**config.mk**
```make
export PLATFORM = sky130hd
export DESIGN_NAME = tx_intf_pl_to_m_axis_mc
export DESIGN_NICKNAME = d
export VERILOG_FILES = /design/src/rtl/tx_intf_pkg.sv /design/src/rtl/tx_intf_sync_fifo.sv /design/src/rtl/tx_intf_pl_to_m_axis_mc.sv
export SDC_FILE = /design/constraint.sdc
export NUM_CORES = 1
export LEC_CHECK = 0
export BUFFER_PORTS_ARGS = -buffer_cell sky130_fd_sc_hd__clkbuf_2
export CAP_MARGIN = 10
export CORE_MARGIN = 4
export CORE_UTILIZATION = 25
export DETAILED_ROUTE_END_ITERATION = 6
export MAX_ROUTING_LAYER = met4
export SLEW_MARGIN = 0
export SYNTH_ARGS = -nofsm -noshare
export SYNTH_HDL_FRONTEND = slang
export SYNTH_SLANG_ARGS = --single-unit
```
**constraint.sdc**
```tcl
create_clock -name clk -period 9.58 [get_ports clk]
set_input_delay 0.479 -clock clk [delete_from_list [all_inputs] [get_ports clk]]
set_output_delay 0.479 -clock clk [all_outputs]
set_load 0.03 [all_outputs]
```
**src/rtl/tx_intf_pkg.sv**
```systemverilog
// Shared types and constants for the multi-source PL-to-m_axis bridge.
package tx_intf_pkg;

  typedef enum logic [1:0] {
    IDLE  = 2'b00,
    XFER  = 2'b01,
    DRAIN = 2'b10
  } state_t;

  localparam logic [1:0] MODE_END   = 2'b00;
  localparam logic [1:0] MODE_START = 2'b01;
  localparam logic [1:0] MODE_EXT   = 2'b10;
  localparam logic [1:0] MODE_BOTH  = 2'b11;

  localparam logic [15:0] CNT_SAT = 16'hFFFF;

endpackage

```
**src/rtl/tx_intf_sync_fifo.sv**
```systemverilog
// Synchronous FIFO with an extra pointer MSB to tell full from empty;
// a write is allowed at full when a read pops in the same cycle.
module tx_intf_sync_fifo #(
  parameter int WIDTH  = 64,
  parameter int ADDR_W = 4
) (
  input  logic             clk_i,
  input  logic             rst_i,
  input  logic             wr_en_i,
  input  logic [WIDTH-1:0] wr_data_i,
  input  logic             rd_en_i,
  output logic [WIDTH-1:0] rd_data_o,
  output logic             full_o,
  output logic             empty_o
);

  localparam int DEPTH = 2 ** ADDR_W;

  logic [WIDTH-1:0] mem_q [DEPTH];
  logic [ADDR_W:0]  wr_ptr_q;
  logic [ADDR_W:0]  rd_ptr_q;
  logic             wr_ok;
  logic             rd_ok;

  assign empty_o   = (wr_ptr_q == rd_ptr_q);
  assign full_o    = (wr_ptr_q[ADDR_W] != rd_ptr_q[ADDR_W]) &&
                     (wr_ptr_q[ADDR_W-1:0] == rd_ptr_q[ADDR_W-1:0]);
  assign rd_ok     = rd_en_i && !empty_o;
  assign wr_ok     = wr_en_i && (!full_o || rd_ok);
  assign rd_data_o = mem_q[rd_ptr_q[ADDR_W-1:0]];

  always_ff @(posedge clk_i) begin
    if (rst_i) begin
      wr_ptr_q <= '0;
      rd_ptr_q <= '0;
    end else begin
      if (wr_ok) wr_ptr_q <= wr_ptr_q + (ADDR_W+1)'(1);
      if (rd_ok) rd_ptr_q <= rd_ptr_q + (ADDR_W+1)'(1);
    end
  end

  // Storage is data only; the pointers alone define what is valid.
  always_ff @(posedge clk_i) begin
    if (wr_ok) mem_q[wr_ptr_q[ADDR_W-1:0]] <= wr_data_i;
  end

endmodule

```
**src/rtl/tx_intf_pl_to_m_axis_mc.sv**
```systemverilog
// Selects one PL source into a FIFO and, on an edge-detected trigger,
// streams exactly trans_len beats toward the m_axis master under fulln backpressure.
module tx_intf_pl_to_m_axis_mc
  import tx_intf_pkg::*;
#(
  parameter int C_M00_AXIS_TDATA_WIDTH = 64,
  parameter int NUM_SRC                = 2,
  parameter int SRC_SEL_WIDTH          = 1,
  parameter int FIFO_ADDR_WIDTH        = 4,
  parameter int TRANS_LEN_WIDTH        = 14
) (
  input  logic                                  clk,
  input  logic                                  rst,
  input  logic [1:0]                            start_1trans_mode,
  input  logic                                  start_1trans_ext_trigger,
  input  logic                                  tx_start_from_acc,
  input  logic                                  tx_end_from_acc,
  input  logic [SRC_SEL_WIDTH-1:0]              src_sel,
  input  logic [TRANS_LEN_WIDTH-1:0]            trans_len,
  input  logic [NUM_SRC*C_M00_AXIS_TDATA_WIDTH-1:0] data_in,
  input  logic [NUM_SRC-1:0]                    data_in_valid,
  input  logic                                  fulln_from_m_axis,
  output logic                                  start_1trans_to_m_axis,
  output logic [C_M00_AXIS_TDATA_WIDTH-1:0]     data_to_m_axis,
  output logic                                  data_ready_to_m_axis,
  output logic                                  busy,
  output logic [15:0]                           fifo_overflow_cnt,
  output logic [15:0]                           trig_miss_cnt
);

  localparam int W = C_M00_AXIS_TDATA_WIDTH;

  state_t                     state_q;
  logic                       start_s1_q, start_s2_q;
  logic                       end_s1_q, end_s2_q;
  logic                       ext_s1_q, ext_s2_q;
  logic [SRC_SEL_WIDTH-1:0]   src_sel_q;
  logic [TRANS_LEN_WIDTH-1:0] len_q;
  logic [TRANS_LEN_WIDTH-1:0] beat_cnt_q;
  logic                       start_pulse_q;
  logic [15:0]                ovf_cnt_q;
  logic [15:0]                miss_cnt_q;

  logic         rise_start, rise_end, rise_ext, trig_evt;
  logic         src_vld;
  logic [W-1:0] src_data;
  logic         fifo_full, fifo_empty;
  logic         wr_req, wr_en, rd_en, ovf;
  logic [W-1:0] fifo_head;

  // Trigger stage: inputs are sampled once, edges come from the sampled pair.
  assign rise_start = start_s1_q & ~start_s2_q;
  assign rise_end   = end_s1_q   & ~end_s2_q;
  assign rise_ext   = ext_s1_q   & ~ext_s2_q;

  always_comb begin
    trig_evt = 1'b0;
    case (start_1trans_mode)
      MODE_END:   trig_evt = rise_end;
      MODE_START: trig_evt = rise_start;
      MODE_EXT:   trig_evt = rise_ext;
      MODE_BOTH:  trig_evt = rise_start | rise_end;
      default:    trig_evt = 1'b0;
    endcase
  end

  // Source mux: an out-of-range index leaves src_vld low.
  always_comb begin
    src_vld  = 1'b0;
    src_data = '0;
    for (int k = 0; k < NUM_SRC; k++) begin
      if (src_sel_q == SRC_SEL_WIDTH'(k)) begin
        src_vld  = data_in_valid[k];
        src_data = data_in[k*W +: W];
      end
    end
  end

  assign rd_en  = (state_q == XFER) && !fifo_empty && fulln_from_m_axis;
  assign wr_req = src_vld && (state_q != DRAIN);
  assign wr_en  = wr_req && (!fifo_full || rd_en);
  assign ovf    = wr_req && fifo_full && !rd_en;

  tx_intf_sync_fifo #(
    .WIDTH  (W),
    .ADDR_W (FIFO_ADDR_WIDTH)
  ) u_fifo (
    .clk_i     (clk),
    .rst_i     (rst),
    .wr_en_i   (wr_en),
    .wr_data_i (src_data),
    .rd_en_i   (rd_en),
    .rd_data_o (fifo_head),
    .full_o    (fifo_full),
    .empty_o   (fifo_empty)
  );

  // Control stage: FSM, start pulse and saturating counters.
  always_ff @(posedge clk) begin
    if (rst) begin
      state_q       <= IDLE;
      start_s1_q    <= 1'b0;
      start_s2_q    <= 1'b0;
      end_s1_q      <= 1'b0;
      end_s2_q      <= 1'b0;
      ext_s1_q      <= 1'b0;
      ext_s2_q      <= 1'b0;
      src_sel_q     <= '0;
      len_q         <= '0;
      beat_cnt_q    <= '0;
      start_pulse_q <= 1'b0;
      ovf_cnt_q     <= '0;
      miss_cnt_q    <= '0;
    end else begin
      start_s1_q    <= tx_start_from_acc;
      start_s2_q    <= start_s1_q;
      end_s1_q      <= tx_end_from_acc;
      end_s2_q      <= end_s1_q;
      ext_s1_q      <= start_1trans_ext_trigger;
      ext_s2_q      <= ext_s1_q;
      start_pulse_q <= 1'b0;
      if (ovf && ovf_cnt_q != CNT_SAT) ovf_cnt_q <= ovf_cnt_q + 16'd1;
      case (state_q)
        IDLE: begin
          src_sel_q <= src_sel;
          if (trig_evt) begin
            if (trans_len != '0) begin
              start_pulse_q <= 1'b1;
              len_q         <= trans_len;
              beat_cnt_q    <= '0;
              state_q       <= XFER;
            end else if (miss_cnt_q != CNT_SAT) begin
              miss_cnt_q <= miss_cnt_q + 16'd1;
            end
          end
        end
        XFER: begin
          if (trig_evt && miss_cnt_q != CNT_SAT) miss_cnt_q <= miss_cnt_q + 16'd1;
          if (rd_en) begin
            beat_cnt_q <= beat_cnt_q + TRANS_LEN_WIDTH'(1);
            if (beat_cnt_q == len_q - TRANS_LEN_WIDTH'(1)) state_q <= DRAIN;
          end
        end
        DRAIN:   state_q <= IDLE;
        default: state_q <= IDLE;
      endcase
    end
  end

  assign start_1trans_to_m_axis = start_pulse_q;
  assign data_ready_to_m_axis   = rd_en;
  assign data_to_m_axis         = fifo_empty ? '0 : fifo_head;
  assign busy                   = (state_q != IDLE);
  assign fifo_overflow_cnt      = ovf_cnt_q;
  assign trig_miss_cnt          = miss_cnt_q;

endmodule
```
# Yosys cells after proc, flatten, opt, wreduce, memory -nomap -nowiden
# Memory sizes are Yosys's and may differ from the RTL's. A register that Yosys moved wholly into a read port is not among the register bits.
# Cells that the tools add are included.
dict set report totals {
  register_bits 80
  ramBits 1024
  inputBits 153
  out_inout_bits 99
  wordCells 98
  n_memories 1
}
dict set report op_classes {
  n_addsub 6
  n_eq_ne 18
  muxes 23
  bitwise_logic 9
  n_reduce_logical 26
}
# name words word_bits read_ports rd_clocked_by_memory_dff write_ports line_no
set memory_table {}
lappend memory_table {u_fifo.mem_q 16 64 1 1 1 tx_intf_sync_fifo.sv:19} ;# logic [WIDTH-1:0] mem_q [DEPTH];
# op n
set op_table {}
lappend op_table {{$mux 64} 2}
lappend op_table {{$mux 16} 4}
lappend op_table {{$mux 14} 3}
lappend op_table {{$add 16x1->16 const B} 2}
lappend op_table {{$ne 16x16->1 const B} 2}
lappend op_table {{$pmux 16 s2} 1}
lappend op_table {{$pmux 14 s2} 1}
lappend op_table {{$add 14x1->14 const B} 1}
lappend op_table {{$eq 14x14->1} 1}
lappend op_table {{$reduce_bool 14->1} 1}
lappend op_table {{$sub 14x1->14 const B} 1}
lappend op_table {{$ne 2x2->1 const B} 6}
lappend op_table {{$logic_and 1x1->1} 11}
lappend op_table {{$add 5x1->5 const B} 2}
lappend op_table {{$mux 2} 4}
lappend op_table {{$mux 4} 2}
lappend op_table {{$reduce_and 4->1} 2}
lappend op_table {{$eq 5x5->1} 1}
lappend op_table {{$not 1->1} 5}
lappend op_table {{$reduce_and 5->1} 1}
lappend op_table {{$eq 2x1->1 const B} 2}
lappend op_table {{$eq 2x2->1 const B} 2}
lappend op_table {{$eq 4x4->1} 1}
lappend op_table {{$logic_not 2->1} 2}
lappend op_table {{12 further kinds} 22}

# Depth between registers and ports, before layout
dict set report depth {
  ltp_word 9
  mapped_depth 9
  depth_no_buf 8
}

# Modules after synthesis
# Synthesis repeated with hierarchy kept, for this count alone.
dict set report unflattened {
  hier_cells 2053
  hier_area_um2 43939.6
}
# mod instances cells_each area_per_inst_um2 seq_area_each_um2
set by_module_without_submodules {}
lappend by_module_without_submodules {tx_intf_sync_fifo 1 1501 39186.3 31029.8}
lappend by_module_without_submodules {tx_intf_pl_to_m_axis_mc 1 552 4753.3 1401.3}

# Least setup slack after synthesis
# Ideal clock, no wire load.
dict set report synth_path {
  path_type {input-to-reg}
  from {input fulln_from_m_axis}
  to {memory u_fifo.mem_q[3][0] (enable)}
  setup_time_ns 0.565
  t_arrival_ns 5.618
  required_ns 9.015
  path_slack_ns 3.397
  cell_stages 5
  path_buffers 0
  path_cell_list {and3b_1 nor2_1 a21oi_2 nand2_1 nor3_1}
}
dict set report synth_via {
  elab_chain_len 6
  word_cells_on_any_way 8
  classes_between {mux (2); reduce/logical (6)}
}
# item line_no
set synth_lines {}
lappend synth_lines {{from (decl)} tx_intf_pl_to_m_axis_mc.sv:22} ;# input logic fulln_from_m_axis,
lappend synth_lines {{$logic_and 1x1->1 (*)} tx_intf_pl_to_m_axis_mc.sv:79} ;# assign rd_en = (state_q == XFER) && !fifo_empty && fulln_from_m_axis;
lappend synth_lines {{$logic_or 1x1->1 / $logic_and 1x1->1 (equally long branches)} {tx_intf_pl_to_m_axis_mc.sv:81, tx_intf_sync_fifo.sv:28}}
lappend synth_lines {{$logic_and 1x1->1 / $logic_or 1x1->1 (equally long branches)} {tx_intf_pl_to_m_axis_mc.sv:81, tx_intf_sync_fifo.sv:29}}
lappend synth_lines {{$logic_and 1x1->1 (*)} tx_intf_sync_fifo.sv:29} ;# assign wr_ok = wr_en_i && (!full_o || rd_ok);
lappend synth_lines {{$mux 1 (*)} tx_intf_sync_fifo.sv:44} ;# if (wr_ok) mem_q[wr_ptr_q[ADDR_W-1:0]] <= wr_data_i;
lappend synth_lines {{$mux 1 (not written as such) (*)} tx_intf_sync_fifo.sv:44}
lappend synth_lines {{to (decl)} tx_intf_sync_fifo.sv:19}
# Mark *: on every way between the ends. The rest lies on a longest branch, timed or not.

==> out/metrics.cfg <==
[run_status]
status = finished, final reports clean

[timing]
relSlewSlack_pct = 23.92
fin_crit_ps = 4606
skew_ps = 41.16
rsz0062_at_grt = false
final_max_slew_viol_count = 0
finalSetupTns_ps = 0
period_share_pct = 48.08
fin_ws_ps = 4974
hold_ws_ps = 307.2
max_freq_mhz = 217.1
setup_violations = 0
hold_viol_final = 0
tightest_slew_ps = 1141

[floorplanning]
fp.coreArea_sq_um = 174000
ios = 252
die_height_um = 426.4
start_util_pct = 25.15
rows = 153
die_w_um = 426.4
fp.dieArea_sq_um = 181800

[logic_synthesis]
ys_top_cells_by_area = edfxtp_1 70%, mux4_2 16%, dfxtp_1 3.8%
synth-xor-area-share_pct = 1.401
synth-compound-area-share_pct = 1.087
synthAdderAreaFrac_pct = 0.2573
synth_area_sq_um = 43760
netlist-cell-type-count = 60
syn_area_per_cell_sq_um = 21.25
async_flop_share_pct = 0
syn_inst = 2059
synth_flop_cell = edfxtp_1
yosys_register_bits = 1108
syn_nets = 2221
synth_edf_count = 1024
synth_area_leader_cell = edfxtp_1
synth-simple-area-share_pct = 3.829
synth_top_family_by_area = multiplexers
synth.top_cell.area_share_pct = 70.27
synth_mux_area_share_pct = 18.16
yosys_warnings = 0
synth-seq-area-share_pct = 74.12

[critical_path]
ff2ff_setup_slack_ps = 5090
r2r_cells = 6
r2r_end = u_fifo.mem_q[7][59]
path_class = reg2out
crit_arrival_ps = 4130
timing.rr.start = src_sel_q
cp.required_ps = 9100
start_kind = flip-flop
cp-end-kind = primary output
crit_fanout = 47

[routing]
wirelength_mm = 104.4
wire_per_inst_um = 21.80
drcViolationCount = 0
final_antenna_net_count = 0
first_pass_iters = 5
via_per_inst = 4.368
drt_iter0_drc = 1493
vias = 20920

[placed_design]
place.gp.congestion = 0.7419
io_buffers = 251
pre_cts_ws_ps = 4984
hpwl_mm = 59.62
placed_cell_area_sq_um = 47870

[global_route]
use_met1_pct = 13.93
grt_max_degree = 109
antenna_found_initial = 4
grt.overflow.total = 0
grtUsageMet3_pct = 1.883
grt_pass1_vias = 22010
top_usage_layer = met2
grt_pass1_wl_mm = 152.7
grt.total_usage_pct = 11.71
grt_use_met2_pct = 20.69

[clock_network]
postCtsHoldBufs = 18
cts_buffers = 110
h-tree-depth = 3
insertion_delay_ps = 720
postCtsSetupRepairBufs = 0
cts_resized = 0
cts-root-buf = clkbuf_16
cts.clk_slew.worst_paths_ps = 60
cts_tree = yes
cts.sinks = 1108
clk_path_buf_depth = 3

[finish]
mostFrequentLayoutCells = 1024 x edfxtp_1, 320 x mux4_2, 251 x clkbuf_2
fin_area_sq_um = 51520
nNetsFinal = 2531
drive_above_1_share_pct = 34.88
areaGrowthSynthToFinish_pct = 17.73
final_common_cell = edfxtp_1

[power]
power_density_nw_per_um2 = 202.8
power.total_uw = 10450
clkPwrFrac_pct = 39.4
seq_power_share_pct = 52.4
peakVddDrop_mv = 0.1594
internal-power_uw = 8028
p_sw_uw = 2420
pwr-share-comb_pct = 8.1
switching_share_pct = 23.16
leakagePower_uw = 0.01582

[min_path]
min-delay-start = data_in[29]
min_delay_path_depth = 2
min_to = u_fifo.mem_q[5][29]
hold_class = in2reg

[job]
maxCapViolCount = 0

[routing by layer]
metal,share of wire (%),wire [um],vias to the layer above
li1,-,-,9148
met1,40,42280,11233
met2,54,55980,414
met3,4.2,4346,125
met4,1.7,1810,0
met5,0,0,-
[area by class of cell]
cell class                      count  area [sq um]
Antenna cell                        1         2.502
Timing Repair Buffer              303          1717
Sequential cell                  1108         32450
Fill cell                       16921        122500
Clock buffer                      143          2918
Clock inverter                     63         541.8
Inverter                           11         41.29
Multi-Input combinational cell    835         10940
Tap cell                         2325          2909
[cells by family after synthesis]
group | Yosys count
AO/OA/AOI/OAI | 64
XOR/XNOR | 70
adder cells (fa/ha/maj) | 9
buffers and inverters | 116
flip-flops | 1108
multiplexers | 386
AND/OR/NAND/NOR | 306
[power groups by stage]
stage               Sequential [uW]  Clock [uW]  Combinational (uW)
floorplan                      5570           0                 542
global placement               5580           0                 868
detailed placement             5580           0                 878
CTS                            5480        4240                 886
global route                   5480        4440                 925
finish                         5480        4120                 851
[sequential cells by signal (all words and copies together) (netlist names), 2 cells and up, named ones only]
register and flops:
beat_cnt_q 14, fifo_overflow_cnt 16, len_q 14, state_q 2, trig_miss_cnt 16, u_fifo.mem_q 1024, u_fifo.rd_ptr_q 5, u_fifo.wr_ptr_q 5
[worst max-delay path, cell delays in order (launching register included)]
cell      delay, ps
dfxtp_4         910
buf_4           880
mux4_2          610
mux4_2          480
nor2b_1         200
clkbuf_2        260
[worst max path at each step]
stage                                 start                   to  slack [ps]  cells past startpoint
after floorplan           fulln_from_m_axis   u_fifo.mem_q[3][0]        3400                      5
after global placement            src_sel_q  u_fifo.mem_q[7][35]        5120                      6
after detailed placement          src_sel_q  u_fifo.mem_q[7][63]        4980                      6
after CTS                         flip-flop   data_to_m_axis[25]        4740                      5
after global routing              flip-flop   data_to_m_axis[25]        4560                      5
final                             flip-flop   data_to_m_axis[25]        4970                      5
[Yosys cell counts, drive strengths merged (5+ instances only)]
master,instances
a21oi,25
and2,5
and3,15
and4,6
buf,47
clkbuf,58
dfxtp,84
edfxtp,1024
ha,9
inv,11
mux2,64
mux4,320
nand2,49
nand2b,6
nand3,16
nand4,18
nor2,79
nor2b,71
nor3,10
nor4,10
o2111ai,8
o211ai,5
o21ai,8
xnor2,22
xor2,48
[through the flow]
stage / cells / utilization [%]
6_report: 4789 / 29.60
4_1_cts: 4788 / 29.60
2_1_floorplan: 2059 / -
3_5_place_dp: 4564 / 27.51
3_3_place_gp: 4564 / 27.51
5_1_grt: 4789 / 29.60
Note: power is estimated with default switching activity, not from simulation.
